==> src/rtl/fetch_ctrl_pkg.sv <==
// -----------------------------------------------------------------------------
// fetch_ctrl_pkg
// Shared definitions for the instruction-fetch sequencer:
//   - instruction / opcode widths and the HALT opcode value
//   - controller state enumeration (IDLE, LOAD, FILL, RUN, DONE)
//   - named program identifiers for the eight encrypt/decrypt algorithms
//   - run-cycle counter width used when FETCH_CTRL_CYCLE_COUNT_EN is defined
// -----------------------------------------------------------------------------
package fetch_ctrl_pkg;

  localparam int INSTR_W   = 14;
  localparam int OPCODE_W  = 4;
  localparam int ALG_W     = 3;
  localparam int RUN_CNT_W = 16;

  localparam logic [OPCODE_W-1:0] HALT_OPCODE = 4'hF;

  // Program identifiers; the value doubles as the base-address mux select.
  localparam logic [ALG_W-1:0] ALG_ENC_XOR   = 3'd0;
  localparam logic [ALG_W-1:0] ALG_DEC_XOR   = 3'd1;
  localparam logic [ALG_W-1:0] ALG_ENC_SHIFT = 3'd2;
  localparam logic [ALG_W-1:0] ALG_DEC_SHIFT = 3'd3;
  localparam logic [ALG_W-1:0] ALG_ENC_ROT   = 3'd4;
  localparam logic [ALG_W-1:0] ALG_DEC_ROT   = 3'd5;
  localparam logic [ALG_W-1:0] ALG_ENC_ADD   = 3'd6;
  localparam logic [ALG_W-1:0] ALG_DEC_ADD   = 3'd7;

  typedef enum logic [2:0] {
    IDLE = 3'd0,
    LOAD = 3'd1,
    FILL = 3'd2,
    RUN  = 3'd3,
    DONE = 3'd4
  } state_t;

  // Opcode field of a fetched instruction word.
  function automatic logic [OPCODE_W-1:0] opcode_of(input logic [INSTR_W-1:0] instr);
    return instr[INSTR_W-1 -: OPCODE_W];
  endfunction

endpackage

==> src/rtl/fetch_ctrl_if.sv <==
// -----------------------------------------------------------------------------
// fetch_ctrl_if
// Bundles the command-side handshake and the fetch-stage control lines of the
// fetch sequencer.
//   command side : start, alg_id, abort   -> controller
//                  ready, busy, done      <- controller
//   fetch side   : stall, instruccion     -> controller
//                  sel_dir, sel_pc, pc_en, if_valid <- controller
// Modports:
//   slave  - the controller (fetch_ctrl)
//   master - the environment driving commands and providing the ROM word
// -----------------------------------------------------------------------------
interface fetch_ctrl_if;

  logic                                 start;
  logic [fetch_ctrl_pkg::ALG_W-1:0]     alg_id;
  logic                                 abort;
  logic                                 stall;
  logic [fetch_ctrl_pkg::INSTR_W-1:0]   instruccion;
  logic [fetch_ctrl_pkg::ALG_W-1:0]     sel_dir;
  logic                                 sel_pc;
  logic                                 pc_en;
  logic                                 if_valid;
  logic                                 ready;
  logic                                 busy;
  logic                                 done;

  modport slave (
    input  start, alg_id, abort, stall, instruccion,
    output sel_dir, sel_pc, pc_en, if_valid, ready, busy, done
  );

  modport master (
    output start, alg_id, abort, stall, instruccion,
    input  sel_dir, sel_pc, pc_en, if_valid, ready, busy, done
  );

endinterface

==> src/rtl/fetch_cycle_counter.sv <==
// -----------------------------------------------------------------------------
// fetch_cycle_counter
// Saturating run-cycle counter for the fetch sequencer.
// Ports:
//   clk    - clock, rising edge
//   rst_n  - asynchronous active-low reset, count returns to 0
//   clear  - synchronous clear (accepted program start), wins over inc
//   inc    - count this cycle (controller is in RUN)
//   count  - current value; sticks at all-ones once reached
// -----------------------------------------------------------------------------
module fetch_cycle_counter
  import fetch_ctrl_pkg::*;
(
  input  logic                 clk,
  input  logic                 rst_n,
  input  logic                 clear,
  input  logic                 inc,
  output logic [RUN_CNT_W-1:0] count
);

  logic [RUN_CNT_W-1:0] count_reg;
  logic [RUN_CNT_W-1:0] count_next;

  always_comb begin
    count_next = count_reg;
    if (clear) begin
      count_next = '0;
    end else if (inc && (count_reg != '1)) begin
      count_next = count_reg + 1'b1;
    end
  end

  always_ff @(posedge clk or negedge rst_n) begin
    if (!rst_n) begin
      count_reg <= '0;
    end else begin
      count_reg <= count_next;
    end
  end

  assign count = count_reg;

endmodule

==> src/rtl/fetch_ctrl.sv <==
// -----------------------------------------------------------------------------
// fetch_ctrl
// Instruction-fetch sequencer. On an accepted start it latches the program
// select onto sel_dir, loads the PC with the program base (LOAD), primes the
// ROM address register (FILL), then streams instructions to decode (RUN)
// until a HALT opcode is seen, pulsing done for one cycle (DONE).
// Ports:
//   clk        - clock, rising edge
//   rst_n      - asynchronous active-low reset
//   bus        - fetch_ctrl_if.slave: start/alg_id/abort/stall/instruccion in,
//                sel_dir/sel_pc/pc_en/if_valid/ready/busy/done out
//   run_cycles - (only with FETCH_CTRL_CYCLE_COUNT_EN) saturating count of
//                RUN cycles of the most recent program
// Build option: define FETCH_CTRL_CYCLE_COUNT_EN to add run_cycles.
// -----------------------------------------------------------------------------
module fetch_ctrl
  import fetch_ctrl_pkg::*;
(
  input  logic                 clk,
  input  logic                 rst_n,
  fetch_ctrl_if.slave          bus
`ifdef FETCH_CTRL_CYCLE_COUNT_EN
  ,
  output logic [RUN_CNT_W-1:0] run_cycles
`endif
);

  state_t             state_reg;
  state_t             state_next;
  logic [ALG_W-1:0]   sel_dir_reg;
  logic [ALG_W-1:0]   sel_dir_next;

  logic               sel_pc_c;
  logic               pc_en_c;
  logic               if_valid_c;
  logic               ready_c;
  logic               busy_c;
  logic               done_c;
  logic               halt_seen;
  logic [OPCODE_W-1:0] op_match;
  logic [OPCODE_W-1:0] cur_opcode;

  assign cur_opcode = opcode_of(bus.instruccion);

  // Bitwise compare of the opcode field against HALT, reduced below.
  genvar gi;
  generate
    for (gi = 0; gi < OPCODE_W; gi++) begin : g_halt_cmp
      assign op_match[gi] = (cur_opcode[gi] == HALT_OPCODE[gi]);
    end
  endgenerate
  assign halt_seen = &op_match;

  always_ff @(posedge clk or negedge rst_n) begin
    if (!rst_n) begin
      state_reg   <= IDLE;
      sel_dir_reg <= '0;
    end else begin
      state_reg   <= state_next;
      sel_dir_reg <= sel_dir_next;
    end
  end

  always_comb begin
    state_next   = state_reg;
    sel_dir_next = sel_dir_reg;
    sel_pc_c     = 1'b0;
    pc_en_c      = 1'b0;
    if_valid_c   = 1'b0;
    ready_c      = 1'b0;
    busy_c       = 1'b0;
    done_c       = 1'b0;

    unique case (state_reg)
      IDLE: begin
        ready_c = 1'b1;
        // abort in IDLE blocks a simultaneous start
        if (bus.start && !bus.abort) begin
          sel_dir_next = bus.alg_id;
          state_next   = LOAD;
        end
      end
      LOAD: begin
        busy_c     = 1'b1;
        sel_pc_c   = 1'b1;
        pc_en_c    = 1'b1;
        state_next = FILL;
      end
      FILL: begin
        busy_c     = 1'b1;
        pc_en_c    = 1'b1;
        state_next = RUN;
      end
      RUN: begin
        busy_c = 1'b1;
        // HALT is never issued and freezes the PC even under stall
        if (halt_seen) begin
          state_next = DONE;
        end else begin
          pc_en_c    = !bus.stall;
          if_valid_c = !bus.stall;
        end
      end
      DONE: begin
        busy_c     = 1'b1;
        done_c     = 1'b1;
        state_next = IDLE;
      end
      default: begin
        state_next = IDLE;
      end
    endcase

    // Abort overrides every active state and squashes fetch activity.
    if (bus.abort && (state_reg != IDLE)) begin
      state_next = IDLE;
      pc_en_c    = 1'b0;
      if_valid_c = 1'b0;
    end
  end

  assign bus.sel_dir  = sel_dir_reg;
  assign bus.sel_pc   = sel_pc_c;
  assign bus.pc_en    = pc_en_c;
  assign bus.if_valid = if_valid_c;
  assign bus.ready    = ready_c;
  assign bus.busy     = busy_c;
  assign bus.done     = done_c;

`ifdef FETCH_CTRL_CYCLE_COUNT_EN
  logic start_accept;
  logic in_run;

  assign start_accept = (state_reg == IDLE) && bus.start && !bus.abort;
  assign in_run       = (state_reg == RUN);

  fetch_cycle_counter u_run_counter (
    .clk   (clk),
    .rst_n (rst_n),
    .clear (start_accept),
    .inc   (in_run),
    .count (run_cycles)
  );
`endif

endmodule

==> src/flat_wrapper.sv <==
// flat-port wrapper written by rule: the top's interface ports become plain ports
module fetch_ctrl_flat import fetch_ctrl_pkg::*;
  (clk, rst_n, bus_start, bus_alg_id, bus_abort, bus_stall, bus_instruccion, bus_sel_dir, bus_sel_pc, bus_pc_en, bus_if_valid, bus_ready, bus_busy, bus_done);
  fetch_ctrl_if bus_i ();
  input  logic clk;
  input  logic rst_n;
  input wire logic [$bits(bus_i.start)-1:0] bus_start;
  input wire logic [$bits(bus_i.alg_id)-1:0] bus_alg_id;
  input wire logic [$bits(bus_i.abort)-1:0] bus_abort;
  input wire logic [$bits(bus_i.stall)-1:0] bus_stall;
  input wire logic [$bits(bus_i.instruccion)-1:0] bus_instruccion;
  output wire logic [$bits(bus_i.sel_dir)-1:0] bus_sel_dir;
  output wire logic [$bits(bus_i.sel_pc)-1:0] bus_sel_pc;
  output wire logic [$bits(bus_i.pc_en)-1:0] bus_pc_en;
  output wire logic [$bits(bus_i.if_valid)-1:0] bus_if_valid;
  output wire logic [$bits(bus_i.ready)-1:0] bus_ready;
  output wire logic [$bits(bus_i.busy)-1:0] bus_busy;
  output wire logic [$bits(bus_i.done)-1:0] bus_done;
  assign bus_i.start = bus_start;
  assign bus_i.alg_id = bus_alg_id;
  assign bus_i.abort = bus_abort;
  assign bus_i.stall = bus_stall;
  assign bus_i.instruccion = bus_instruccion;
  assign bus_sel_dir = bus_i.sel_dir;
  assign bus_sel_pc = bus_i.sel_pc;
  assign bus_pc_en = bus_i.pc_en;
  assign bus_if_valid = bus_i.if_valid;
  assign bus_ready = bus_i.ready;
  assign bus_busy = bus_i.busy;
  assign bus_done = bus_i.done;
  fetch_ctrl u_core (.clk(clk), .rst_n(rst_n), .bus(bus_i));
endmodule
==> config.mk <==
export PLATFORM = sky130hd
export DESIGN_NAME = fetch_ctrl_flat
export DESIGN_NICKNAME = d
export VERILOG_FILES = /design/src/rtl/fetch_ctrl_pkg.sv /design/src/rtl/fetch_ctrl_if.sv /design/src/rtl/fetch_cycle_counter.sv /design/src/rtl/fetch_ctrl.sv /design/src/flat_wrapper.sv
export SDC_FILE = /design/constraint.sdc
export NUM_CORES = 1
export LEC_CHECK = 0
export CAP_MARGIN = 20
export CORE_AREA = 2 2 39 41
export CTS_CLUSTER_DIAMETER = 50
export DETAILED_ROUTE_END_ITERATION = 10
export DIE_AREA = 0 0 41 43
export DONT_BUFFER_PORTS = 1
export SYNTH_ARGS = -nofsm -noshare
export SYNTH_HDL_FRONTEND = slang
export SYNTH_HIERARCHICAL = 1
export SYNTH_SLANG_ARGS = --single-unit
==> constraint.sdc <==
create_clock -name clk -period 1.45 [get_ports clk]
set_input_delay 0.3625 -clock clk [delete_from_list [all_inputs] [get_ports clk]]
set_output_delay 0.3625 -clock clk [all_outputs]
set_load 0.01 [all_outputs]
-- Word level (Yosys, flattened, before mapping)
Index checks and enable logic that the tools add are counted.
- bits in registers: 6
- bits in latches: 0
- memory bits (writable): 0
- bits in read-only memories: 0
- input port bits: 22
- memories: 0
- $add $sub $neg: 0
- multiply operators: 0
- divide/modulo/power cells: 0
- $lt $le $gt $ge: 0
- equal/unequal tests: 6
- shift operators: 0
- muxes and demuxes: 13
- bitwise gates (word level): 0
- reduce and logical (&&, ||, !) cells: 11
- operator list (operator ; number):
    3-bit one-hot mux with 4 select lines ; 1
    3-bit 2-to-1 mux ; 3
    1-bit 2-to-1 mux ; 8
    3-bit by 2-bit equality test with 1-bit output, second input constant ; 2
    3-bit by 1-bit inequality test with 1-bit output, second input constant ; 2
    2-bit AND reduction ; 2
    4-bit AND reduction ; 1
    4-bit OR reduction ; 1
    3-bit by 1-bit equality test with 1-bit output, second input constant ; 1
    3-bit equality test, second input constant ; 1
    3-bit logical NOT ; 1
    3-bit nonzero test ; 1
    1-bit logical AND ; 2
    1-bit logical NOT ; 2
    1-bit one-hot mux with 2 select lines ; 1
    2-bit OR reduction ; 1

-- Longest topological paths before layout
Gate-level depths: netlist of the first run.
- word-level depth: 5
- mapped depth: 4

-- Worst setup path after synthesis of the first run
OpenSTA, ideal clock, no wires.
- path kind: register to output
- from: reg u_core.state_reg[0]
- to: out bus_if_valid
- arrival: 0.958 ns
- data required time: 1.087 ns
- path slack: 0.129 ns
- cell stages (with the launch flop): 3
- path buffers: 0
- cells stage by stage: dfrtp_1 nand2_1 nor4_1
- cells in the longest elaborated chain, start to end: 3
- elaborated cells on any way between the ends: 5
- classes of those cells: 1 x eq/ne; 2 x mux; 2 x reduce/logical
- RTL lines (what ; line ; text):
    start: declaration ; fetch_ctrl.sv:28 ; state_t state_reg;
    start signal: assignment ; fetch_ctrl.sv:59 ; state_reg <= state_next;
    3-bit by 2-bit equality test with 1-bit output or 3-bit nonzero test (tied branches) ; fetch_ctrl.sv:74, fetch_ctrl.sv:115 ;
    1-bit 2-to-1 mux or 1-bit logical AND (tied branches) ; fetch_ctrl.sv:74, fetch_ctrl.sv:115 ;
    1-bit 2-to-1 mux (*) ; fetch_ctrl.sv:115 ; if (bus.abort && (state_reg != IDLE)) begin
    end: declaration ; flat_wrapper.sv:15 ; output wire logic [$bits(bus_i.if_valid)-1:0] bus_if_valid;
Every way passes the cells marked *; elsewhere a longest branch is shown, timed or not.

-- Final worst setup path of the first run
- from: reg u_core.state_reg[1]
- to: out bus_if_valid
Same word-level chain as after synthesis.

==> results of run 1 <==
## worst paths after layout
path,to,slack (ns),depth (start not counted),from
min in group asynchronous,u_core/bus.sel_dir[1],0.43,1,rst_n
worst min register to register,u_core/state_reg[2],0.55,1,u_core/state_reg[2]
max in group asynchronous,u_core/state_reg[2],0.78,1,rst_n
worst min-delay path,u_core/state_reg[2],0.20,1,bus_abort
worst max register to register,u_core/bus.sel_dir[2],0.11,5,u_core/state_reg[0]
worst max-delay path,bus_if_valid,-0.06,3,u_core/state_reg[1]
## area by class of cell
class / instances / area, um^2 / share of cell area (%)
Multi-Input combinational cell: 22 / 229.0 / 42.17
Sequential cell: 6 / 152.6 / 28.11
Timing Repair Buffer: 14 / 118.9 / 21.89
Clock buffer: 3 / 22.52 / 4.147
Tap cell: 16 / 20.02 / 3.687
## logic make-up after synthesis
logic type,Yosys count
and+or+nand+nor,14
DFF,6
AOI/OAI and AO/OA,4
muxes,3
xor gates and xnor gates,1
buffers and inverters,1
## cells in the mapped netlist
master | number | area, um^2
nand3_4 | 1 | 17.52
buf_6 | 1 | 11.26
nand4_1 | 1 | 6.260
nand2b_1 | 1 | 6.260
nand2_1 | 2 | 7.510
a31oi_1 | 1 | 6.260
mux2_4 | 3 | 45.04
and2_1 | 1 | 6.260
o21bai_1 | 1 | 7.510
nor4_1 | 2 | 12.51
dfrtp_1 | 6 | 150.1
a21boi_1 | 1 | 7.510
nor3_1 | 1 | 5.000
nor2_4 | 2 | 22.52
nor3b_1 | 1 | 7.510
xnor2_1 | 1 | 8.760
o21ai_1 | 1 | 5.000
nor2_1 | 2 | 7.510
## metal layers
| metal | vias up | track usage [%] |
|---|---|---|
| met4 | 0 | 6.000 |
| met1 | 145 | 7.443 |
| met2 | 13 | 15.63 |
| met5 | - | 0 |
| met3 | 0 | 2.618 |
| li1 | 136 | - |
## power groups by stage
stage	logic, mW	clock network (mW)	registers (mW)
2_1_floorplan	0.0921	0	0.227
3_3_place_gp	0.0980	0	0.234
3_5_place_dp	0.0983	0	0.235
4_1_cts	0.156	0.152	0.228
5_1_grt	0.184	0.168	0.234
6_report	0.170	0.148	0.231
## repair_timing
action / 4_1_cts / 5_1_grt
endpoints found under the hold margin: 6 / 0
hold buffers: 1 / 0
buffers inserted: 7 / 2
resized for setup: 11 / 3
endpoints found under the setup margin: 6 / 5
pin swaps: 4 / 5
## worst reg2reg max path, cell delays in order, from the launching register on
cell and delay (ns):
dfrtp_2 0.42, buf_6 0.14, nor2_4 0.14, buf_4 0.14, nand3_4 0.09, mux2_4 0.30
## metrics by stage
step / setup WS, ns / TNS [ns]
4_1_cts: -0.05192 / -0.08093
6_report: -0.05703 / -0.1108
3_3_place_gp: 0.1118 / 0
3_5_place_dp: 0.1001 / 0
2_1_floorplan: 0.1294 / 0
5_1_grt: -0.1504 / -0.4829
## cells in the final DEF, fill, tap and decap left out, types with 2 or more instances in the layout
cell,synthesis,final
clkbuf_4,0,3
buf_6,1,3
nor2_1,2,2
mux2_4,3,3
dfrtp_2,0,2
dfrtp_1,6,4
nor2_4,2,2
buf_4,0,10
==> impl_metrics.xml, run 1 <==
<?xml version="1.0" encoding="UTF-8"?>
<metrics>
  <group name="timing">
    <metric name="setup_violations" unit="">3</metric>
    <metric name="grt_setup_unrepaired" unit="">true</metric>
    <metric name="max_freq" unit="GHz">0.6636</metric>
    <metric name="final.setup.worst_slack" unit="ns">-0.05703</metric>
    <metric name="finalClockSkew" unit="ns">0.007277</metric>
    <metric name="fin_crit_sh" unit="%">103.9</metric>
    <metric name="max_slew.worst_pin.slew" unit="ns">0.4214</metric>
    <metric name="relSlewSlack" unit="%">71.85</metric>
    <metric name="hold_violations" unit="">0</metric>
    <metric name="fin_crit" unit="ns">1.507</metric>
    <metric name="pins_over_their_slew_limit" unit="">0</metric>
    <metric name="fin_worst_hold_slack" unit="ns">0.1962</metric>
  </group>
  <group name="detailed_routing">
    <metric name="dr_total_vias" unit="">294</metric>
    <metric name="wl_met2" unit="um">463</metric>
    <metric name="routedLengthMet1" unit="um">257</metric>
    <metric name="post_drt_wl_per_cell" unit="um">12.84</metric>
    <metric name="wl" unit="um">783</metric>
    <metric name="drc" unit="">0</metric>
    <metric name="detailedRoute.firstIterationViolations" unit="">7</metric>
    <metric name="wl_met3" unit="um">62</metric>
    <metric name="routed.top_layer" unit="">met3</metric>
    <metric name="vias_per_cell" unit="">4.820</metric>
    <metric name="route.antenna.remaining_nets" unit="">0</metric>
    <metric name="firstDrtPassIters" unit="">5</metric>
  </group>
  <group name="placement">
    <metric name="finalWeightedCongestion" unit="">0.5941</metric>
    <metric name="placed_cell_area" unit="um^2">379.1</metric>
    <metric name="io_buffer_count" unit="">0</metric>
    <metric name="dpl.cell_count" unit="">48</metric>
  </group>
  <group name="floorplan">
    <metric name="ios" unit="">31</metric>
    <metric name="placement_row_count" unit="">14</metric>
    <metric name="fp.dieW" unit="um">41</metric>
    <metric name="die_ar" unit="um^2">1763</metric>
    <metric name="die_h" unit="um">43</metric>
    <metric name="core-area" unit="um^2">1384</metric>
    <metric name="floorplan.initialDensity" unit="%">24.59</metric>
  </group>
  <group name="finish">
    <metric name="nFillCells" unit="">138</metric>
    <metric name="stdcell_area" unit="um^2">543.0</metric>
    <metric name="num-nets-final" unit="">69</metric>
    <metric name="final_layout_size_suffix_gt1_share" unit="%">68.89</metric>
    <metric name="finish.cell_count_without_fillers" unit="">61</metric>
    <metric name="final_util" unit="%">39.24</metric>
    <metric name="num_antenna_cells" unit="">0</metric>
    <metric name="areaGrowthSynthToFinish" unit="%">59.56</metric>
  </group>
  <group name="grt">
    <metric name="global_route.usage.total" unit="%">8.753</metric>
    <metric name="gr-total-overflow" unit="">0</metric>
    <metric name="largest_net_degree_at_the_start_of_global_routing" unit="">7</metric>
    <metric name="antenna_found_initial" unit="">0</metric>
    <metric name="first_global_vias" unit="">269</metric>
    <metric name="first_pass_grt_wire_length" unit="um">1035</metric>
  </group>
  <group name="synth">
    <metric name="combinational_family_with_the_most_area_after_synthesis" unit="">simple AND/OR/NAND/NOR gates</metric>
    <metric name="post_synth_inst_count" unit="">29</metric>
    <metric name="fraction_of_synthesized_area_in_multiplexers" unit="%">13.24</metric>
    <metric name="postSynthNetCount" unit="">51</metric>
    <metric name="synthAdderAreaFrac" unit="%">0</metric>
    <metric name="warnings_synthesis" unit="">6</metric>
    <metric name="syn_area" unit="um^2">340.3</metric>
    <metric name="post_synth_xor_area_fraction" unit="%">2.574</metric>
    <metric name="synth_seq_cells" unit="">6</metric>
    <metric name="synth.yosys.seq_area_share" unit="%">44.12</metric>
    <metric name="synth_compound_area_share" unit="%">7.721</metric>
    <metric name="synth_area_in_simple_gates" unit="%">29.04</metric>
    <metric name="netlist-cell-type-count" unit="">18</metric>
    <metric name="mean_instance_size_in_the_synthesized_netlist" unit="um^2">11.74</metric>
  </group>
  <group name="worst_setup_path">
    <metric name="timing.critical_path.buf_inv" unit="">1</metric>
    <metric name="critPathSlowestCell" unit="">dfrtp_1</metric>
    <metric name="timing.critical_path.arrival" unit="ns">1.14</metric>
    <metric name="critPathTopFamily" unit="">flip-flops</metric>
    <metric name="worstSetupPathType" unit="">reg -&gt; out</metric>
    <metric name="critical_path.cell_chain" unit="">nand2_2 -&gt; nor4_2 -&gt; buf_4</metric>
    <metric name="cpPeakStageDelay" unit="ns">0.43</metric>
    <metric name="critical_path_capture_point_type" unit="">output port</metric>
    <metric name="setup.worst_path.start_class" unit="">flop</metric>
    <metric name="wp_data_required" unit="ns">1.09</metric>
    <metric name="worst_path_fanout_max" unit="">4</metric>
  </group>
  <group name="flow_run">
    <metric name="cap_viol_max_count" unit="">0</metric>
  </group>
  <group name="clock_network">
    <metric name="cts.clk_slew.worst_paths" unit="ns">0.04</metric>
    <metric name="cts_buffer_depth" unit="">2</metric>
    <metric name="clock-root-buffer" unit="">clkbuf_4</metric>
    <metric name="clock_latency" unit="ns">0.24</metric>
    <metric name="clock_buffer_count_from_cts" unit="">3</metric>
    <metric name="clock_tree_from_tritoncts" unit="">yes</metric>
    <metric name="cts.sinks" unit="">6</metric>
    <metric name="clock_h_tree_levels" unit="">1</metric>
  </group>
  <group name="power">
    <metric name="power.switching_fraction" unit="%">28.89</metric>
    <metric name="share_comb_of_total_power" unit="%">31.0</metric>
    <metric name="power.clock.fraction" unit="%">27.0</metric>
    <metric name="pwr_cell_area" unit="nW/um^2">1011</metric>
    <metric name="static-leakage-power" unit="nW">0.2334</metric>
    <metric name="design_power_total" unit="mW">0.5488</metric>
    <metric name="ir_drop" unit="V">0.0001972</metric>
    <metric name="internal_power" unit="mW">0.3903</metric>
    <metric name="seq_power_share" unit="%">42.0</metric>
    <metric name="p_switching" unit="mW">0.1585</metric>
  </group>
  <group name="run_status">
    <metric name="failed_checks" unit="">negative setup slack</metric>
    <metric name="outcome" unit="">finished with violations</metric>
  </group>
  <group name="min_path">
    <metric name="holdCritPathClass" unit="">in -&gt; reg</metric>
  </group>
</metrics>
Power figures use the tool's default switching activity.
==> inputs of run 2 (changes only) <==
--- a/config.mk
+++ b/config.mk
@@ -8,6 +8,7 @@
 export CAP_MARGIN = 20
 export CORE_AREA = 2 2 39 41
 export CTS_CLUSTER_DIAMETER = 50
+export CTS_CLUSTER_SIZE = 12
 export DETAILED_ROUTE_END_ITERATION = 10
 export DIE_AREA = 0 0 41 43
 export DONT_BUFFER_PORTS = 1
==> results of run 2 <==
Final layout, timing and power as in run 1 (identical DEF).
==> inputs of run 3 (changes only) <==
--- a/config.mk
+++ b/config.mk
@@ -12,6 +12,8 @@
 export DETAILED_ROUTE_END_ITERATION = 10
 export DIE_AREA = 0 0 41 43
 export DONT_BUFFER_PORTS = 1
+export HOLD_SLACK_MARGIN = 0.08
+export SLEW_MARGIN = 20
 export SYNTH_ARGS = -nofsm -noshare
 export SYNTH_HDL_FRONTEND = slang
 export SYNTH_HIERARCHICAL = 1
==> results of run 3 <==
Final layout, timing and power as in run 1 (identical DEF).
